[config.mk]
export PLATFORM = sky130hd
export DESIGN_NAME = rf_wb_arbiter
export DESIGN_NICKNAME = d
export VERILOG_FILES = /design/src/rtl/rf_wb_arbiter.sv
export SDC_FILE = /design/constraint.sdc
export NUM_CORES = 1
export LEC_CHECK = 0
export ABC_CLOCK_PERIOD_IN_PS = 2850
export BUFFER_PORTS_ARGS = -buffer_cell sky130_fd_sc_hd__buf_2
export CELL_PAD_IN_SITES_DETAIL_PLACEMENT = 0
export CELL_PAD_IN_SITES_GLOBAL_PLACEMENT = 1
export CORE_MARGIN = 5
export CORE_UTILIZATION = 40
export DETAILED_ROUTE_END_ITERATION = 10
export PLACE_DENSITY_LB_ADDON = 0.1
export SLEW_MARGIN = 20
export SYNTH_ARGS = -nofsm -noshare
export SYNTH_HDL_FRONTEND = slang
export SYNTH_SLANG_ARGS = --single-unit
[constraint.sdc]
create_clock -name clk -period 2.85 [get_ports clk]
set_input_delay 0 -clock clk [delete_from_list [all_inputs] [get_ports clk]]
set_output_delay 0 -clock clk [all_outputs]
set_load 0.02 [all_outputs]
[src/rtl/rf_wb_arbiter.sv]
// Register-file writeback arbiter: merges main-pipeline writes with long-latency
// results held in a 2-entry FIFO, with starvation forcing and a pending scoreboard.
module rf_wb_arbiter #(
    parameter int STARVE_LIM = 3
) (
    input  logic        clk,
    input  logic        rst,
    input  logic        pipe_we,
    input  logic [4:0]  pipe_waddr,
    input  logic [31:0] pipe_wdata,
    output logic        pipe_stall,
    input  logic        async_valid,
    output logic        async_ready,
    input  logic [4:0]  async_waddr,
    input  logic [31:0] async_wdata,
    input  logic        issue_valid,
    input  logic [4:0]  issue_addr,
    output logic        rf_we,
    output logic [4:0]  rf_waddr,
    output logic [31:0] rf_wdata,
    output logic [31:0] pending,
    output logic [1:0]  fifo_count
);

    localparam int CW = (STARVE_LIM < 1) ? 1 : $clog2(STARVE_LIM + 1);
    localparam logic [CW-1:0] LIM = CW'(STARVE_LIM);

    logic [4:0]    fifo_addr [2];
    logic [31:0]   fifo_data [2];
    logic          wr_ptr;
    logic          rd_ptr;
    logic [CW-1:0] starve;
    logic          frc;

    logic          fifo_ne;
    logic          push;
    logic          grant_fifo;
    logic          grant_pipe;
    logic [4:0]    head_addr;
    logic [31:0]   head_data;
    logic [CW-1:0] starve_nxt;
    logic [31:0]   pend_nxt;
    logic [1:0]    count_nxt;

    always_comb begin
        fifo_ne     = (fifo_count != 2'd0);
        async_ready = !rst && (fifo_count != 2'd2);
        push        = async_valid && async_ready;
        head_addr   = fifo_addr[rd_ptr];
        head_data   = fifo_data[rd_ptr];
        // A forced grant overrides the pipe; otherwise the pipe has priority.
        grant_fifo  = !rst && fifo_ne && (frc || !pipe_we);
        grant_pipe  = !rst && pipe_we && !grant_fifo;
        pipe_stall  = pipe_we && grant_fifo;
        count_nxt   = fifo_count + {1'b0, push} - {1'b0, grant_fifo};
    end

    always_comb begin
        starve_nxt = starve;
        if (grant_fifo || !fifo_ne)
            starve_nxt = '0;
        else if (grant_pipe)
            starve_nxt = starve + CW'(1);
    end

    // Clear for the popped entry first so a same-cycle issue to that register wins.
    always_comb begin
        pend_nxt = pending;
        if (grant_fifo)
            pend_nxt[head_addr] = 1'b0;
        if (issue_valid)
            pend_nxt[issue_addr] = 1'b1;
        pend_nxt[0] = 1'b0;
    end

    always_ff @(posedge clk) begin
        if (push) begin
            fifo_addr[wr_ptr] <= async_waddr;
            fifo_data[wr_ptr] <= async_wdata;
        end
    end

    always_ff @(posedge clk) begin
        if (rst) begin
            rf_we      <= 1'b0;
            rf_waddr   <= '0;
            rf_wdata   <= '0;
            pending    <= '0;
            fifo_count <= '0;
            wr_ptr     <= 1'b0;
            rd_ptr     <= 1'b0;
            starve     <= '0;
            frc        <= 1'b0;
        end else begin
            if (grant_pipe && pipe_waddr != 5'd0) begin
                rf_we    <= 1'b1;
                rf_waddr <= pipe_waddr;
                rf_wdata <= pipe_wdata;
            end else if (grant_fifo && head_addr != 5'd0) begin
                rf_we    <= 1'b1;
                rf_waddr <= head_addr;
                rf_wdata <= head_data;
            end else begin
                rf_we    <= 1'b0;
            end
            if (push)
                wr_ptr <= ~wr_ptr;
            if (grant_fifo)
                rd_ptr <= ~rd_ptr;
            fifo_count <= count_nxt;
            pending    <= pend_nxt;
            starve     <= starve_nxt;
            frc        <= (starve_nxt == LIM);
        end
    end

endmodule
==> results_tabular.tex <==
\begin{tabular}{lr}
\hline
Metric & Value \\
\hline
\multicolumn{2}{l}{\textbf{Detailed routing}} \\
\quad Remaining DRCs & 0 \\
\quad Post-DR wirelength/cell & 18.2 µm \\
\quad Avg Vias per Cell & 5.28 \\
\quad Met3 WL & 794 µm \\
\quad Total vias in the final route & 4839 \\
\quad Violation count after the first detailed-routing iteration & 293 \\
\quad Routed metal-1 wire length & 7590 µm \\
\quad Met2 layer wire length in the routed design & 8180 µm \\
\quad Drt total wl & 16700 µm \\
\quad Number of antenna-violating nets in the routed design & 0 \\
\quad First drt pass iteration count & 7 \\
\quad Highest routed metal layer & met4 \\
\multicolumn{2}{l}{\textbf{Timing}} \\
\quad Clock Skew & 0.0138 ns \\
\quad Min Clock Period, post-route & 2.64 ns \\
\quad Final count of hold timing violations & 0 \\
\quad Sum Neg Setup Slack & 0 ns \\
\quad Hold\_ws & 0.0258 ns \\
\quad RSZ-0062 raised after global routing & false \\
\quad Max-slew violation count & 0 \\
\quad Period utilization & 92.6\% \\
\quad Total of endpoints with negative setup slack in the final report & 0 \\
\quad Relative slew slack & 50.5\% \\
\quad FMAX & 379 MHz \\
\quad Least-Margin Pin Slew & 0.722 ns \\
\multicolumn{2}{l}{\textbf{Power and ir drop}} \\
\quad Clock share of power & 39.5\% \\
\quad Worst supply voltage drop on vdd & 0.000426 V \\
\quad Leakage component of the power & 0.00354 µW \\
\quad Switching power total & 1460 µW \\
\quad Power density cells & 664 nW/µm² \\
\quad Overall Power & 5710 µW \\
\quad Comb pwr share & 16.8\% \\
\quad Sequential fraction of design power & 43.7\% \\
\quad Sw frac & 25.7\% \\
\quad Int Power & 4240 µW \\
\multicolumn{2}{l}{\textbf{Clock network}} \\
\quad Total number of clock tree sinks & 151 \\
\quad Buffer type at the clock tree root & sky130\_fd\_sc\_hd\_\_clkbuf\_16 \\
\quad Buffer count from post-CTS setup fixing & 0 \\
\quad Inserted Clock Buffers & 17 \\
\quad Clock latency reported for the late side of the worst-skew pair & 0.42 ns \\
\quad Number of buffers added to fix hold violations after cts & 82 \\
\quad CTS H-tree depth & 4 \\
\quad Buffer levels on the longest clock path & 2 \\
\quad Resize count post-CTS & 0 \\
\quad Clock tree from TritonCTS & yes \\
\quad Clock transition time at the flip-flop clock pins of the worst setup and hold paths & 0.06 ns \\
\multicolumn{2}{l}{\textbf{Floorplan}} \\
\quad Std-Cell Rows & 45 \\
\quad Initial cell density of the core & 40.7\% \\
\quad Die extent in y & 134 µm \\
\quad I/O pins & 158 \\
\quad Horizontal die dimension & 134 µm \\
\quad Die area & 18000 µm² \\
\quad Floorplan Core Area & 15100 µm² \\
\multicolumn{2}{l}{\textbf{Global routing}} \\
\quad Via count of the first global-routing pass & 5191 \\
\quad Wire length of the first global-routing pass & 26900 µm \\
\quad Total Routing Usage GR & 18.9\% \\
\quad Pin count of the biggest net entering global routing & 75 \\
\quad Total overflow reported by the global router & 0 \\
\quad Antenna violations before repair & 0 \\
\multicolumn{2}{l}{\textbf{Cells and area}} \\
\quad Area growth from synthesis to final layout & 39.4\% \\
\quad Proportion of layout cells with a drive suffix above 1 & 30.5\% \\
\quad Leading cell type in the layout, fill and taps excluded & sky130\_fd\_sc\_hd\_\_buf\_2 \\
\quad Total Nets Final & 801 \\
\quad Commonest non-fill, non-tap cells in the layout & sky130\_fd\_sc\_hd\_\_buf\_2 (156), sky130\_fd\_sc\_hd\_\_dlygate4sd3\_1 (82), sky130\_fd\_sc\_hd\_\_dfxtp\_1 (76) \\
\quad \# diodes & 0 \\
\multicolumn{2}{l}{\textbf{Synth}} \\
\quad Netlist Area Pre-Place & 6170 µm² \\
\quad Cell types occupying the most area after synthesis & sky130\_fd\_sc\_hd\_\_edfxtp\_1 (36\%), sky130\_fd\_sc\_hd\_\_dfxtp\_1 (25\%), sky130\_fd\_sc\_hd\_\_a32o\_1 (10\%) \\
\quad Number of warning messages in the yosys log & 0 \\
\quad Count of state elements after synthesis & 151 \\
\quad Sequential-to-total area share from yosys stat & 61.0\% \\
\quad Post-synthesis async set-or-reset flop share & 0\% \\
\quad Library cells used by synthesis & 47 \\
\quad Most frequently used flop master after synthesis & sky130\_fd\_sc\_hd\_\_dfxtp\_1 \\
\quad Cells after Synth & 477 \\
\quad Share of the synthesized area in the top cell type & 36.0\% \\
\quad Mean area per synthesized cell & 12.9 µm² \\
\quad Post-synth top area cell & sky130\_fd\_sc\_hd\_\_edfxtp\_1 \\
\quad EDFF count, synth & 74 \\
\quad Post-Syn Nets & 563 \\
\multicolumn{2}{l}{\textbf{Worst setup path}} \\
\quad Arrival @ worst endpoint & 2.99 ns \\
\quad CP Max Fanout & 74 \\
\quad Crit start category & register \\
\quad Req. time, crit path & 3.20 ns \\
\quad Crit path kind & register to register \\
\quad Endpoint kind of the worst setup timing path & register \\
\multicolumn{2}{l}{\textbf{Placement}} \\
\quad Half-perimeter wire length after detailed placement & 10800 µm \\
\quad Quantity of I/O buffers inserted on ports & 156 \\
\quad Final weighted congestion of routability-driven global placement & 0.777 \\
\multicolumn{2}{l}{\textbf{Flow run}} \\
\quad Max\_cap viols & 0 \\
\multicolumn{2}{l}{\textbf{Worst hold path}} \\
\quad Path class of the lowest-slack min-delay path & input port to register \\
\multicolumn{2}{l}{\textbf{Run status}} \\
\quad Run status & finished, final reports clean \\
\hline
\end{tabular}
## power by group through the flow
| stage | logic, µW | registers, µW | clock network (µW) |
|---|---|---|---|
| after floorplan | 500 | 2620 | 0 |
| after global placement | 865 | 2530 | 0 |
| after detailed placement | 880 | 2540 | 0 |
| after CTS | 971 | 2490 | 2310 |
| after global routing | 1050 | 2510 | 2400 |
| final | 962 | 2490 | 2260 |
## flip-flops by register name, indices dropped and copies added (netlist names), named ones only
| register | cells |
|---|---|
| fifo_addr | 10 |
| fifo_count | 2 |
| fifo_data | 64 |
| frc | 1 |
| pending | 31 |
| rd_ptr | 1 |
| rf_waddr | 5 |
| rf_wdata | 32 |
| rf_we | 1 |
| starve | 2 |
| wr_ptr | 1 |
## worst max-delay path, stage by stage, from the launching register on
cell	delay, ns
sky130_fd_sc_hd__dfxtp_2	0.37
sky130_fd_sc_hd__buf_4	0.29
sky130_fd_sc_hd__nor4b_2	0.43
sky130_fd_sc_hd__o22ai_4	0.14
sky130_fd_sc_hd__buf_12	0.23
sky130_fd_sc_hd__a31o_2	0.28
sky130_fd_sc_hd__a221oi_1	0.24
sky130_fd_sc_hd__dlygate4sd3_1	0.58
## metrics by stage
step           cells  utilization [%]  setup WS (ns)  area, µm²
2_1_floorplan    477                -          0.112       6170
3_3_place_gp     802             47.4          0.603       7180
3_5_place_dp     802             47.4          0.620       7180
4_1_cts          916             56.8          0.213       8600
5_1_grt          916             56.8         0.0717       8600
6_report         916             56.8          0.210       8600
## kinds of logic after synthesis
kind of cell,Yosys count,synth area share [%]
AOI/OAI and AO/OA,117,16.8
xor gates and xnor gates,4,0.568
adders and majority gates,2,0.406
buffers and inverters,41,3.53
DFF,151,61.0
muxes,41,6.79
other,1,0.0608
and+or+nand+nor,120,10.8
## final cells by class
class	instances	area [µm²]
clock buffers	19	443
clock inverters	13	154
fillers	1306	6550
inverters	6	22.5
multi-input cells	285	2230
flip-flops and latches	151	3760
well taps	188	235
repair buffers	254	1750
## Yosys cell counts, types with 2 or more instances
master	n
sky130_fd_sc_hd__mux2i_1	37
sky130_fd_sc_hd__nor2_1	12
sky130_fd_sc_hd__buf_6	5
sky130_fd_sc_hd__a21o_1	36
sky130_fd_sc_hd__nor4_2	3
sky130_fd_sc_hd__and2_1	2
sky130_fd_sc_hd__a31o_2	2
sky130_fd_sc_hd__and3b_1	2
sky130_fd_sc_hd__a32o_1	63
sky130_fd_sc_hd__ha_1	2
sky130_fd_sc_hd__buf_2	15
sky130_fd_sc_hd__inv_1	4
sky130_fd_sc_hd__o41ai_1	2
sky130_fd_sc_hd__a221oi_1	2
sky130_fd_sc_hd__o21a_1	2
sky130_fd_sc_hd__dfxtp_1	77
sky130_fd_sc_hd__nor4_1	3
sky130_fd_sc_hd__nor3_1	9
sky130_fd_sc_hd__edfxtp_1	74
sky130_fd_sc_hd__buf_4	2
sky130_fd_sc_hd__nand2_1	7
sky130_fd_sc_hd__clkbuf_1	13
sky130_fd_sc_hd__nor2b_1	2
sky130_fd_sc_hd__o21ai_0	2
sky130_fd_sc_hd__nand3b_1	2
sky130_fd_sc_hd__a21oi_1	3
sky130_fd_sc_hd__nand2b_1	8
sky130_fd_sc_hd__nor3b_1	6
sky130_fd_sc_hd__mux2_2	3
sky130_fd_sc_hd__nand3_1	58
sky130_fd_sc_hd__xnor2_1	3
## routing by layer
layer | GRT usage, % | vias to the layer above
met3 | 4.35 | 8
met1 | 24.5 | 2336
li1 | - | 2372
met4 | 6.00 | 0
met5 | 0 | -
met2 | 31.5 | 123
## worst paths after layout
path	start	endpoint	slack, ns	cells past startpoint
max	register	rf_waddr[2]	0.21	7
min	pipe_we	starve[1]	0.03	3
max reg2reg	register	rf_waddr[2]	0.21	7
min reg2reg	pending[2]	pending[2]	0.47	2
No activity file was read; power rests on OpenSTA's default activity.
